--- src/rtl/game_state_frame_tx.sv ---
// Snapshots the local game state on `start` and streams it as a fixed 10-byte
// frame (sync, 6 position bytes, scores, flags, XOR checksum) over valid/ready.
module game_state_frame_tx #(
    parameter logic [7:0] SYNC_BYTE = 8'hA5,
    parameter int         FRAME_LEN = 10
) (
    input  logic        clk65MHz,
    input  logic        rst,
    input  logic        start,
    input  logic [11:0] pl1_posx,
    input  logic [11:0] pl1_posy,
    input  logic [11:0] ball_xpos,
    input  logic [11:0] ball_ypos,
    input  logic [3:0]  score_pl1,
    input  logic [3:0]  score_pl2,
    input  logic        endgame,
    input  logic        whistle_play,
    input  logic        last_touch,
    output logic [7:0]  tx_data,
    output logic        tx_valid,
    input  logic        tx_ready,
    output logic        busy,
    output logic        frame_done
);

    localparam logic [3:0] LAST_IDX = 4'(FRAME_LEN - 1);

    typedef enum logic [1:0] {
        S_IDLE,
        S_SEND,
        S_DONE
    } state_t;

    state_t      state;
    logic [3:0]  idx;
    logic        pending;
    logic [63:0] snap;
    logic [7:0]  csum;
    logic [63:0] live_word;

    // Payload bytes 1..8 packed MSB-first so byte k sits at bits [71-8k -: 8].
    assign live_word = {pl1_posx, pl1_posy, ball_xpos, ball_ypos,
                        score_pl1, score_pl2,
                        5'b0, endgame, whistle_play, last_touch};

    function automatic logic [7:0] xor_bytes(input logic [63:0] w);
        logic [7:0] acc;
        acc = 8'h00;
        for (int i = 0; i < 8; i++) begin
            acc = acc ^ w[8*i +: 8];
        end
        return acc;
    endfunction

    function automatic logic [7:0] frame_byte(input logic [3:0]  i,
                                              input logic [63:0] w,
                                              input logic [7:0]  c);
        logic [7:0] b;
        case (i)
            4'd0:    b = SYNC_BYTE;
            4'd1:    b = w[63:56];
            4'd2:    b = w[55:48];
            4'd3:    b = w[47:40];
            4'd4:    b = w[39:32];
            4'd5:    b = w[31:24];
            4'd6:    b = w[23:16];
            4'd7:    b = w[15:8];
            4'd8:    b = w[7:0];
            default: b = c;
        endcase
        return b;
    endfunction

    always_ff @(posedge clk65MHz or posedge rst) begin
        if (rst) begin
            state      <= S_IDLE;
            idx        <= 4'd0;
            pending    <= 1'b0;
            snap       <= 64'd0;
            csum       <= 8'd0;
            tx_data    <= 8'd0;
            tx_valid   <= 1'b0;
            busy       <= 1'b0;
            frame_done <= 1'b0;
        end else begin
            frame_done <= 1'b0;
            case (state)
                S_IDLE: begin
                    tx_valid <= 1'b0;
                    busy     <= start;
                    if (start) begin
                        snap     <= live_word;
                        csum     <= xor_bytes(live_word);
                        idx      <= 4'd0;
                        tx_data  <= SYNC_BYTE;
                        tx_valid <= 1'b1;
                        state    <= S_SEND;
                    end
                end

                S_SEND: begin
                    busy <= 1'b1;
                    // Only one request is remembered; extra starts are dropped.
                    if (start) begin
                        pending <= 1'b1;
                    end
                    if (tx_ready) begin
                        if (idx == LAST_IDX) begin
                            frame_done <= 1'b1;
                            tx_valid   <= 1'b0;
                            state      <= S_DONE;
                        end else begin
                            idx     <= idx + 4'd1;
                            tx_data <= frame_byte(idx + 4'd1, snap, csum);
                        end
                    end
                end

                S_DONE: begin
                    tx_valid <= 1'b0;
                    // A queued request is served with inputs as they are now.
                    if (pending || start) begin
                        pending  <= 1'b0;
                        snap     <= live_word;
                        csum     <= xor_bytes(live_word);
                        idx      <= 4'd0;
                        tx_data  <= SYNC_BYTE;
                        tx_valid <= 1'b1;
                        busy     <= 1'b1;
                        state    <= S_SEND;
                    end else begin
                        busy  <= 1'b0;
                        state <= S_IDLE;
                    end
                end

                default: begin
                    tx_valid <= 1'b0;
                    busy     <= 1'b0;
                    pending  <= 1'b0;
                    state    <= S_IDLE;
                end
            endcase
        end
    end

endmodule

--- config.mk ---
export PLATFORM = sky130hd
export DESIGN_NAME = game_state_frame_tx
export DESIGN_NICKNAME = d
export VERILOG_FILES = /design/src/rtl/game_state_frame_tx.sv
export SDC_FILE = /design/constraint.sdc
export NUM_CORES = 1
export LEC_CHECK = 0
export BUFFER_PORTS_ARGS = -buffer_cell sky130_fd_sc_hd__buf_2
export CORE_AREA = 2 2 87 172
export CTS_BUF_LIST = sky130_fd_sc_hd__clkbuf_2
export DETAILED_ROUTE_END_ITERATION = 16
export DIE_AREA = 0 0 89 174
export PLACE_DENSITY_LB_ADDON = 0.12
export SLEW_MARGIN = 10
export SYNTH_ARGS = -nofsm -noshare
export SYNTH_HDL_FRONTEND = slang
export SYNTH_SLANG_ARGS = --single-unit
--- constraint.sdc ---
create_clock -name clk65MHz -period 3 [get_ports clk65MHz]
set_clock_uncertainty 0.15 [all_clocks]
set_input_delay 0.15 -clock clk65MHz [delete_from_list [all_inputs] [get_ports clk65MHz]]
set_output_delay 0.15 -clock clk65MHz [all_outputs]
set_load 0.02 [all_outputs]
Yosys cells after proc, flatten, opt, wreduce, memory -nomap -nowiden
Index checks and enable logic that the tools add are counted.
{"block": "totals", "register_bits": 90, "input_bits": 63}
{"block": "op_classes", "eq_ne": 17, "n_reduce_logical": 10, "bitwise_logic": 8, "add_sub_neg": 1, "mux": 34}
{"operator": "64-bit 2-to-1 mux", "count": 2}
{"operator": "64-bit one-hot mux with 2 select lines", "count": 1}
{"operator": "8-bit one-hot mux with 9 select lines", "count": 1}
{"operator": "8-bit 2-to-1 mux", "count": 6}
{"operator": "8-bit bitwise XOR", "count": 6}
{"operator": "8-bit one-hot mux with 3 select lines", "count": 1}
{"operator": "4-bit by 3-bit == test with 1-bit output (second input constant)", "count": 4}
{"operator": "4-bit 2-to-1 mux", "count": 4}
{"operator": "8-bit one-hot mux with 2 select lines", "count": 1}
{"operator": "2-bit != test (second input constant)", "count": 6}
{"operator": "4-bit one-hot mux with 3 select lines", "count": 1}
{"operator": "1-bit 2-to-1 mux", "count": 10}
{"operator": "1-bit one-hot mux with 3 select lines", "count": 3}
{"operator": "3-bit AND reduction", "count": 3}
{"operator": "4-bit by 2-bit == test with 1-bit output (second input constant)", "count": 2}
{"operator": "4-bit == test (second input constant)", "count": 2}
{"operator": "3-bit by 8-bit bitwise XOR with 8-bit output", "count": 1}
{"operator": "2-bit 2-to-1 mux", "count": 3}
{"operator": "2-bit one-hot mux with 3 select lines", "count": 1}
{"operator": "5-bit AND reduction", "count": 1}
{"operator": "4-bit by 1-bit adder with 4-bit output (second input constant)", "count": 1}
{"operator": "4-bit by 1-bit == test with 1-bit output (second input constant)", "count": 1}
{"operator": "4-bit zero test", "count": 1}
{"operator": "3-bit nonzero test", "count": 1}
{"operator": "7 further kinds", "count": 7}

Longest topological paths before layout
Gate-level depths: netlist of run 1.
{"block": "logic_depth", "word_depth": 9, "mapped_depth": 10}

Least setup slack after synthesis of run 1
OpenSTA, ideal clock, no wires.
{"block": "synth_timing", "kind": "reg2reg", "start": "register idx[0]", "end": "register tx_data[2]", "arrival_time_ns": 2.347, "setup_slack_ns": 0.377, "synth_period_minus_slack_ns": 2.623, "path_buffers": 1, "required_ns": 2.724, "stages_incl_launch_ff": 9, "cell_sequence": "dfrtp_1 ha_1 buf_2 and2_1 a21boi_2 o21ai_1 a21o_1 or4_1 o32a_1"}
{"block": "synth_via", "elab_chain_len": 6}
{"element": "start, declared", "line": "35", "rtl": "logic [3:0] idx;"}
{"element": "start signal, assigned", "line": "113", "rtl": "idx <= idx + 4'd1;"}
{"element": "4-bit by 1-bit adder with 4-bit output", "line": "114", "rtl": "tx_data <= frame_byte(idx + 4'd1, snap, csum);"}
{"element": "4-bit == test (tied with other cells)", "line": "59", "rtl": "case (i)"}
{"element": "8-bit one-hot mux with 9 select lines", "line": "59"}
{"element": "8-bit 2-to-1 mux", "line": "108", "rtl": "if (idx == LAST_IDX) begin"}
{"element": "8-bit 2-to-1 mux", "line": "107", "rtl": "if (tx_ready) begin"}
{"element": "8-bit one-hot mux with 3 select lines", "line": "87", "rtl": "case (state)"}
{"element": "end signal, assigned", "line": "114"}
{"element": "end, declared", "line": "19", "rtl": "output logic [7:0] tx_data,"}
Several ways; a longest one is shown, not always the timed one. The select of a mux whose other input is x is not followed.
A chain may end at the register's enable or synchronous reset.

Final worst setup path of run 1
{"block": "layout_timing", "start": "register idx[1]", "end": "register tx_data[2]"}
The elaborated chain is that of the path after synthesis.

==> results of run 1 <==
-- per-layer routing --
metal | track usage [%] | vias up | share of wire (%)
met5 | 0 | - | 0
met3 | 2.896 | 30 | 3.2
met2 | 36.38 | 132 | 54
met1 | 23.99 | 2226 | 39
met4 | 9.266 | 0 | 3.9
li1 | - | 2279 | -
-- final cells by class --
cell class | count | area [µm²] | share of cell area [%]
Multi-Input combinational cell | 465 | 2579 | 41.34
Sequential cell | 85 | 2127 | 34.10
Clock inverter | 5 | 27.53 | 0.4412
Inverter | 8 | 31.28 | 0.5014
Antenna cell | 1 | 2.502 | 0.04011
Tap cell | 192 | 240.2 | 3.851
Timing Repair Buffer | 157 | 1176 | 18.85
Clock buffer | 11 | 55.05 | 0.8825
-- critical path, stage by stage, from the launching register on --
cell and delay [ns]:
dfrtp_1 0.53, ha_1 0.29, buf_4 0.26, nor2_1 0.09
o2bb2ai_2 0.18, a32o_1 0.27, or4_1 0.51, o32a_1 0.35
-- metrics by stage --
step	area, µm²	hold WS (ns)	total power [µW]	utilization (%)	std cells
6_report	6238	-0.004791	5382	43.71	924
5_1_grt	6238	0.03439	5845	43.71	924
4_1_cts	6236	0.004617	5424	43.69	923
3_5_place_dp	5533	0.1174	4839	38.76	845
3_3_place_gp	5533	0.1077	4805	38.76	845
2_1_floorplan	4866	0.1054	3809	-	592
-- worst paths after layout --
path / to / cells past startpoint / slack, ns
setup / recovery: tx_data[2]$_DFFE_PP0P_ / 7 / 0.28
hold / removal: snap[42]$_DFFE_PP0P_ / 3 / -0.005
setup reg to reg: tx_data[2]$_DFFE_PP0P_ / 7 / 0.28
hold reg to reg: pending$_DFFE_PP0P_ / 1 / 0.34
max in group asynchronous: tx_data[3]$_DFFE_PP0P_ / 4 / 1.98
min in group clk65MHz: snap[36]$_DFFE_PP0P_ / 4 / 0.16
-- logic make-up after synthesis --
group | after synthesis | share of synthesized area, %
adder cells (fa/ha/maj) | 6 | 1.543
AO/OA/AOI/OAI | 85 | 12.42
flip-flops | 85 | 43.71
XOR/XNOR | 52 | 9.360
multiplexers | 5 | 1.054
AND/OR/NAND/NOR | 317 | 28.47
buffers and inverters | 42 | 3.446
-- placed cells by master, fill, tap and decap left out, types with 4 or more instances in the layout --
cell             n
a21oi_1          5
a222oi_1         4
a22o_1           7
a22oi_1         12
and3_1           7
buf_2           73
buf_4           20
clkbuf_2        11
dfrtp_1         85
dlygate4sd3_1   62
ha_1             6
inv_1            6
mux2i_1          4
nand2_1        211
nand2b_1         5
nand3_1         29
nand4_1         14
nor2_1          15
nor2b_1          6
nor3_1          11
o21ai_0         26
xnor2_1         46
xor2_1           6
-- report_power, final --
part / switching (µW) / internal, µW
Sequential: 438 / 1660
Clock: 393 / 108
Combinational: 1670 / 1110
Total: 2500 / 2880
-- state kept, by name, indices dropped and copies added, names as in the netlist --
name and cells:
busy 1, snap 59, idx 4, pending 1
state 2, frame_done 1, tx_valid 1, tx_data 8
csum 8
==> impl_metrics.json, run 1 <==
{
  "routed_wl_mm": 15.23,
  "syn_area_per_cell_um2": 8.219,
  "hpwl_mm": 11.23,
  "grt_max_degree": 57,
  "overflow": 0,
  "ys_types": 55,
  "cts-root-buf": "clkbuf_2",
  "io_pins": 74,
  "async_flop_share_pct": 100.0,
  "via_per_inst": 5.051,
  "timing.max_cap.violations": 0,
  "antenna_found_initial": 1,
  "synth_seq_cells": 85,
  "setup_ws_ns": 0.2770,
  "cts_tree": "done",
  "post-route-min-period_ns": 2.723,
  "synth_edf_count": 0,
  "grt_setup_unrepaired": "no",
  "synthTopCellsByCount": "nand2_1, dfrtp_1, xnor2_1, nand3_1, clkbuf_1",
  "cts_setup_buffers": 0,
  "cts.sinks": 85,
  "dr.pass1.iters": 5,
  "setup_viol": 0,
  "wl_per_cell_um": 16.48,
  "synth_ff_type": "dfrtp_1",
  "grt_pass1_wl_mm": 24.48,
  "path_clk_slew_ns": 0.24,
  "clock_latency_ns": 0.56,
  "ant_nets": 0,
  "holdWs_ns": -0.004791,
  "yosysTopAreaCell": "dfrtp_1",
  "die_h_um": 174,
  "num_rows": 62,
  "hold_buffers": 62,
  "power.density_mw_per_mm2": 862.7,
  "drive_above_1_share_pct": 16.28,
  "tightest_slew_ns": 0.7417,
  "max_freq_mhz": 367.2,
  "drv_slew": 0,
  "end_kind": "flip-flop",
  "yosysSeqAreaShare_pct": 43.71,
  "place.port_buffers": 73,
  "synthCells": 592,
  "status": "finished with violations",
  "dr.first_iter.drc_count": 269,
  "syn_area_mm2": 0.004866,
  "synth_nets": 661,
  "max_slew_margin_pct": 50.10,
  "cts_max_level": 3,
  "violations": "hold timing",
  "initial_utilization_pct": 34.09,
  "drc": 0,
  "cts_buffers": 9,
  "finalSetupTns_ns": 0,
  "areaGrowthSynthToFinish_pct": 28.21,
  "peakVddDrop_mv": 0.2993,
  "cp.arrival_ns": 3.03,
  "fin_crit_sh_pct": 90.77,
  "core-area_mm2": 0.01427,
  "p_leak_uw": 0.002934,
  "clk_path_buf_depth": 2,
  "crit-reg2reg-launch": "idx[1]$_DFFE_PP0P_",
  "crit_path_start": "idx[1]$_DFFE_PP0P_",
  "die_w_um": 89,
  "synth.most_common_cell": "nand2_1",
  "track_usage_pct": 20.65,
  "die-area_mm2": 0.01549,
  "crit_fanout": 15,
  "grt_pass1_vias": 4719,
  "fillCellCount": 1528,
  "yosys-top-cells-area": "dfrtp_1, nand2_1, xnor2_1",
  "min_path_type": "input port to asynchronous set/reset pin",
  "yosys_warnings": 0,
  "final_nets": 795,
  "crit_required_ns": 3.31,
  "startpoint_type": "flip-flop",
  "yosysTopAreaCellShare_pct": 43.71,
  "crit_type": "flip-flop to flip-flop",
  "final_hold_viol_count": 2,
  "gp_congestion": 0.9036,
  "vias": 4667,
  "cts_resized": 0,
  "pre_cts_slack_ns": 0.3216
}
Power figures use the tool's default switching activity.
==> inputs of run 2 (changes only) <==
Settings changed: RECOVER_POWER set to 25.
==> run 2 against run 1 <==
Effect of this change: the flow finishes with violations (capacitance limit, slew limit); routed wire length did not move; clock power barely moved; critical path depth did not move; sequential cell count did not move; maximum frequency did not move; core utilization did not move.
==> impl_metrics.json, run 2 (synthesized netlist as in run 1, its figures left out) <==
{
  "power.density_mw_per_mm2": 862.8,
  "clkPwrFrac_pct": 9.3,
  "initial_utilization_pct": 34.09,
  "place_inst": 845,
  "core-area_mm2": 0.01427,
  "final_nets": 795,
  "layout_common_cells": "nand2_1, dfrtp_1, buf_2",
  "antenna_found_initial": 1,
  "startpoint_type": "flip-flop",
  "areaGrowthSynthToFinish_pct": 28.21,
  "hold_path.startpoint": "ball_xpos[8]",
  "cts_tree": "done",
  "path_delay_family": "compound AO/OA/AOI/OAI gates",
  "dr.pass1.iters": 5,
  "place.port_buffers": 73,
  "fin_crit_sh_pct": 90.77,
  "dr.first_iter.drc_count": 269,
  "top_register": "snap",
  "p_int_uw": 2881,
  "drv_slew": 36,
  "cts_max_level": 3,
  "whs_endpoint": "snap[36]$_DFFE_PP0P_",
  "die-area_mm2": 0.01549,
  "top_regs": "snap: 59 flops, csum: 8 flops, tx_data: 8 flops",
  "num_rows": 62,
  "cts_resized": 0,
  "clock_latency_ns": 0.56,
  "p_seq_share_pct": 39.0,
  "path_clk_slew_ns": 0.23,
  "peakVddDrop_mv": 0.2993,
  "grt_pass1_wl_mm": 24.48,
  "critPathBufInv": 1,
  "largest_register_ffs": 59,
  "grt_setup_unrepaired": "no",
  "setup_viol": 0,
  "hpwl_mm": 11.23,
  "drive_above_1_share_pct": 16.28,
  "violations": "capacitance limit, slew limit",
  "max_freq_mhz": 367.2,
  "cp.arrival_ns": 3.03,
  "grt_max_degree": 57,
  "max_slew_margin_pct": -11.86,
  "fillCellCount": 1528,
  "crit-reg2reg-launch": "idx[1]$_DFFE_PP0P_",
  "vias": 4668,
  "io_pins": 74,
  "die_w_um": 89,
  "final_common_cell": "nand2_1",
  "reg2regPathDepth": 7,
  "setup_ws_ns": 0.2770,
  "drc": 0,
  "cts-root-buf": "clkbuf_2",
  "crit_path_cell_trace": "ha_1 > buf_4 > nor2_1 > o2bb2ai_2 > a32o_1 > or4_1 > o32a_1",
  "wl_per_cell_um": 16.48,
  "grt_pass1_vias": 4719,
  "tightest_slew_ns": 1.669,
  "track_usage_pct": 20.65,
  "via_per_inst": 5.052,
  "cts.sinks": 85,
  "pwr-share-comb_pct": 51.7,
  "post-route-min-period_ns": 2.723,
  "end_kind": "flip-flop",
  "crit_required_ns": 3.31,
  "clk_path_buf_depth": 2,
  "timing.max_cap.violations": 1,
  "r2r_end": "tx_data[2]$_DFFE_PP0P_",
  "gp_congestion": 0.9036,
  "r2r_setup_slack_ns": 0.28,
  "overflow": 0,
  "switching_share_pct": 46.47,
  "final_hold_viol_count": 0,
  "pre_cts_slack_ns": 0.3216,
  "die_h_um": 174,
  "crit_fanout": 15,
  "cts_buffers": 9,
  "p_leak_uw": 0.002930,
  "switchingPower_uw": 2501,
  "status": "finished with violations",
  "min_path_type": "input port to flip-flop",
  "fin_cells": 924,
  "ant_nets": 0,
  "crit_slowest_cell": "dfrtp_1",
  "finalSetupTns_ns": 0,
  "routed_wl_mm": 15.23,
  "whs_path_depth": 4,
  "slowest_delay_ns": 0.53,
  "crit_type": "flip-flop to flip-flop"
}
==> run 2: power by group through the flow <==
| stage | registers (µW) | clock network, µW | logic, µW |
|---|---|---|---|
| floorplan | 2040 | 0 | 1770 |
| global placement | 2130 | 0 | 2670 |
| detailed placement | 2130 | 0 | 2710 |
| CTS | 2100 | 533 | 2790 |
| global route | 2180 | 568 | 3100 |
| finish | 2100 | 502 | 2780 |
==> run 2: area by class of cell <==
cell class,instances,area [µm²],area share [%]
sequential,85,2127,34.10
clock buffer,11,55.05,0.8825
timing repair buffer,157,1176,18.85
multi-input combinational,465,2579,41.34
inverter,8,31.28,0.5014
clock inverter,5,27.53,0.4412
tap,192,240.2,3.851
antenna,1,2.502,0.04011
==> run 2: worst max path at each step <==
stage	start	end	slack (ns)	cells past startpoint
2_1_floorplan	idx[0]$_DFFE_PP0P_	tx_data[2]$_DFFE_PP0P_	0.38	8
3_3_place_gp	idx[1]$_DFFE_PP0P_	tx_data[3]$_DFFE_PP0P_	0.26	8
3_5_place_dp	idx[0]$_DFFE_PP0P_	tx_data[3]$_DFFE_PP0P_	0.32	9
4_1_cts	idx[1]$_DFFE_PP0P_	tx_data[3]$_DFFE_PP0P_	0.27	8
5_1_grt	idx[1]$_DFFE_PP0P_	tx_data[3]$_DFFE_PP0P_	0.1	8
6_report	idx[1]$_DFFE_PP0P_	tx_data[2]$_DFFE_PP0P_	0.28	7
==> run 2: repair_timing <==
action                                 CTS  global route
hold buffers                            62             0
setup endpoints to repair                0             0
setup buffers                            0             0
endpoints found under the hold margin  161             0
==> run 2: metrics by stage <==
step / area, µm² / util (%) / total power (µW) / hold WS (ns)
after floorplan: 4866 / - / 3809 / 0.1054
after global placement: 5533 / 38.76 / 4805 / 0.1077
after detailed placement: 5533 / 38.76 / 4839 / 0.1174
after CTS: 6236 / 43.69 / 5424 / 0.004617
after global routing: 6238 / 43.71 / 5846 / 0.1392
final: 6238 / 43.71 / 5382 / 0.1628
==> run 2: metal layers <==
| layer | part of all wire [%] | global-route usage, % |
|---|---|---|
| met1 | 39 | 23.99 |
| met2 | 54 | 36.38 |
| met3 | 3.2 | 2.896 |
| met4 | 3.9 | 9.266 |
| met5 | 0 | 0 |
==> run 2: worst reg2reg max path: stages (launching register included) <==
cell and delay (ns):
dfrtp_1 0.53, ha_1 0.29, buf_4 0.26, nor2_1 0.10, o2bb2ai_2 0.18, a32o_1 0.27
or4_1 0.51, o32a_1 0.35
==> inputs of run 3 (changes only) <==
--- a/config.mk
+++ b/config.mk
@@ -11,4 +11,5 @@
 export DETAILED_ROUTE_END_ITERATION = 16
 export DIE_AREA = 0 0 89 174
+export GPL_TIMING_DRIVEN = 0
 export PLACE_DENSITY_LB_ADDON = 0.12
 export RECOVER_POWER = 25
==> constraint.sdc (replaced) <==
create_clock -name clk65MHz -period 3 [get_ports clk65MHz]
set_clock_uncertainty 0.15 [all_clocks]
set_input_delay 0.6 -clock clk65MHz [delete_from_list [all_inputs] [get_ports clk65MHz]]
set_output_delay 0.6 -clock clk65MHz [all_outputs]
set_load 0.02 [all_outputs]
==> run 3 against run 2 <==
Effect of this change: the flow still finishes with violations (capacitance limit, slew limit); combinational power up 2%; non-clock buffer count down 46; sequential share of layout area up 3.5 points; routed wire length up 16%; clock-buffer cell count down 2; final cell count down 5.0%; first-iteration DRC count up 32%; largest cell class unchanged.
==> impl_metrics.json, run 3 (synthesized netlist as in run 1, its figures left out) <==
{
  "path_clk_slew_ns": 0.25,
  "p_int_uw": 2847,
  "status": "finished with violations",
  "largest_register_ffs": 59,
  "setup_ws_ns": 0.09222,
  "violations": "capacitance limit, slew limit",
  "p_leak_uw": 0.002666,
  "initial_utilization_pct": 34.09,
  "num_rows": 62,
  "max_slew_margin_pct": -7.519,
  "top_register": "snap",
  "vias": 4649,
  "grt_use_met1_pct": 28.27,
  "min_path_type": "input port to flip-flop",
  "whs_path_depth": 3,
  "top_regs": "snap: 59 flops, csum: 8 flops, tx_data: 8 flops",
  "grt_max_degree": 53,
  "cts_tree": "done",
  "areaGrowthSynthToFinish_pct": 16.43,
  "die_w_um": 89,
  "p_seq_share_pct": 37.7,
  "ant_nets": 0,
  "top_usage_layer": "met2",
  "switching_share_pct": 48.83,
  "met2_usage_pct": 43.19,
  "startpoint_type": "flip-flop",
  "place.port_buffers": 73,
  "end_kind": "flip-flop",
  "cts_buffers": 9,
  "clock_latency_ns": 0.58,
  "tightest_slew_ns": 1.604,
  "reg2regPathDepth": 8,
  "timing.max_cap.violations": 1,
  "die_h_um": 174,
  "gp_congestion": 0.9429,
  "cts-root-buf": "clkbuf_2",
  "place_inst": 859,
  "final_nets": 749,
  "wl_per_cell_um": 20.04,
  "final_common_cell": "nand2_1",
  "placed_cell_area_mm2": 0.005515,
  "setup_viol": 0,
  "max_freq_mhz": 343.9,
  "final_hold_viol_count": 0,
  "crit-reg2reg-launch": "idx[1]$_DFFE_PP0P_",
  "drc": 0,
  "grt_setup_unrepaired": "no",
  "finalInstanceArea_mm2": 0.005665,
  "peakVddDrop_mv": 0.2919,
  "cts_max_level": 3,
  "postLayoutCoreUtil_pct": 39.69,
  "fillCellCount": 1596,
  "via_per_inst": 5.295,
  "pre_cts_slack_ns": -0.3798,
  "io_pins": 74,
  "clkPwrFrac_pct": 11.2,
  "crit_fanout": 9,
  "antenna_found_initial": 1,
  "power.density_mw_per_mm2": 982.2,
  "drive_above_1_share_pct": 17.23,
  "track_usage_pct": 23.96,
  "dr.pass1.iters": 5,
  "routed_wl_mm": 17.60,
  "switchingPower_uw": 2717,
  "cts.sinks": 85,
  "post-route-min-period_ns": 2.908,
  "layout_common_cells": "nand2_1, dfrtp_1, buf_2",
  "grt_pass1_wl_mm": 27.19,
  "fin_cells": 878,
  "dr.first_iter.drc_count": 356,
  "crit_type": "flip-flop to flip-flop",
  "grt_pass1_vias": 4734,
  "pwr-share-comb_pct": 51.1,
  "fin_crit_sh_pct": 96.93,
  "hold_path.startpoint": "pl1_posx[11]",
  "core-area_mm2": 0.01427,
  "clk_path_buf_depth": 2,
  "use_met3_pct": 2.896,
  "crit_path_start": "idx[1]$_DFFE_PP0P_",
  "die-area_mm2": 0.01549,
  "drv_slew": 35,
  "overflow": 0,
  "holdWs_ns": 0.05528,
  "cp.arrival_ns": 3.27,
  "hpwl_mm": 13.28,
  "crit_required_ns": 3.36
}
-- run 3: cell count changes in the layout (fill, tap and decap cells not counted), sizes merged --
cell | previous run | this run
dlygate4sd3 | 62 | 1
clkbuf | 11 | 38
buf | 95 | 81
clkinv | 3 | 6
clkinvlp | 3 | 1
bufinv | 0 | 1
-- run 3: worst max-delay path, cell delays in order, from the launching register on --
cell and delay, ns:
dfrtp_2 0.53, inv_1 0.15, ha_1 0.37, nor4_1 0.15
a31o_2 0.26, nor3_4 0.45, inv_2 0.17, a211o_1 0.32
o32a_1 0.29
-- run 3: worst paths after layout --
| check | to | slack [ns] |
|---|---|---|
| min in group asynchronous | snap[34]$_DFFE_PP0P_ | 0.74 |
| max in group asynchronous | snap[36]$_DFFE_PP0P_ | 0.49 |
| setup reg to reg | tx_data[5]$_DFFE_PP0P_ | 0.09 |
| hold reg to reg | pending$_DFFE_PP0P_ | 0.35 |
| hold / removal | snap[63]$_DFFE_PP0P_ | 0.06 |
| setup / recovery | tx_data[5]$_DFFE_PP0P_ | 0.09 |
-- run 3: power by group through the flow --
stage,Clock [µW],Sequential (µW),Combinational (µW)
5_1_grt,697,2160,3110
4_1_cts,643,2100,2780
3_3_place_gp,0,2110,2700
6_report,625,2100,2840
2_1_floorplan,0,2040,1770
3_5_place_dp,0,2120,2740
-- run 3: final cells by class --
cell class / count / area [µm²] / area share, %
Timing Repair Buffer: 78 / 405.4 / 7.155
Clock inverter: 7 / 66.31 / 1.170
Tap cell: 192 / 240.2 / 4.240
Buffer: 33 / 140.1 / 2.473
Antenna cell: 1 / 2.502 / 0.04417
Clock buffer: 9 / 45.04 / 0.7951
Sequential cell: 85 / 2130 / 37.59
Inverter: 8 / 31.28 / 0.5521
Multi-Input combinational cell: 465 / 2605 / 45.98
-- run 3: per-stage QoR --
step | total power, µW | setup TNS, ns
finish | 5564 | 0
global route | 5970 | 0
CTS | 5519 | 0
detailed placement | 4865 | -1.464
global placement | 4809 | -92.81
floorplan | 3809 | 0
-- run 3: repair_timing --
| action | in CTS | in global routing |
|---|---|---|
| endpoints found under the hold margin | 33 | 0 |
| resized for setup | 5 | 11 |
| endpoints found under the setup margin | 7 | 6 |
| hold buffers | 1 | 0 |
| buffers inserted | 0 | 2 |
| gates cloned | 0 | 0 |
-- run 3: metal layers --
metal  wire length, µm  share of wire, %
met5                 0                 0
met4               457               2.6
met3               646               3.7
met2              9777                56
met1              6716                38
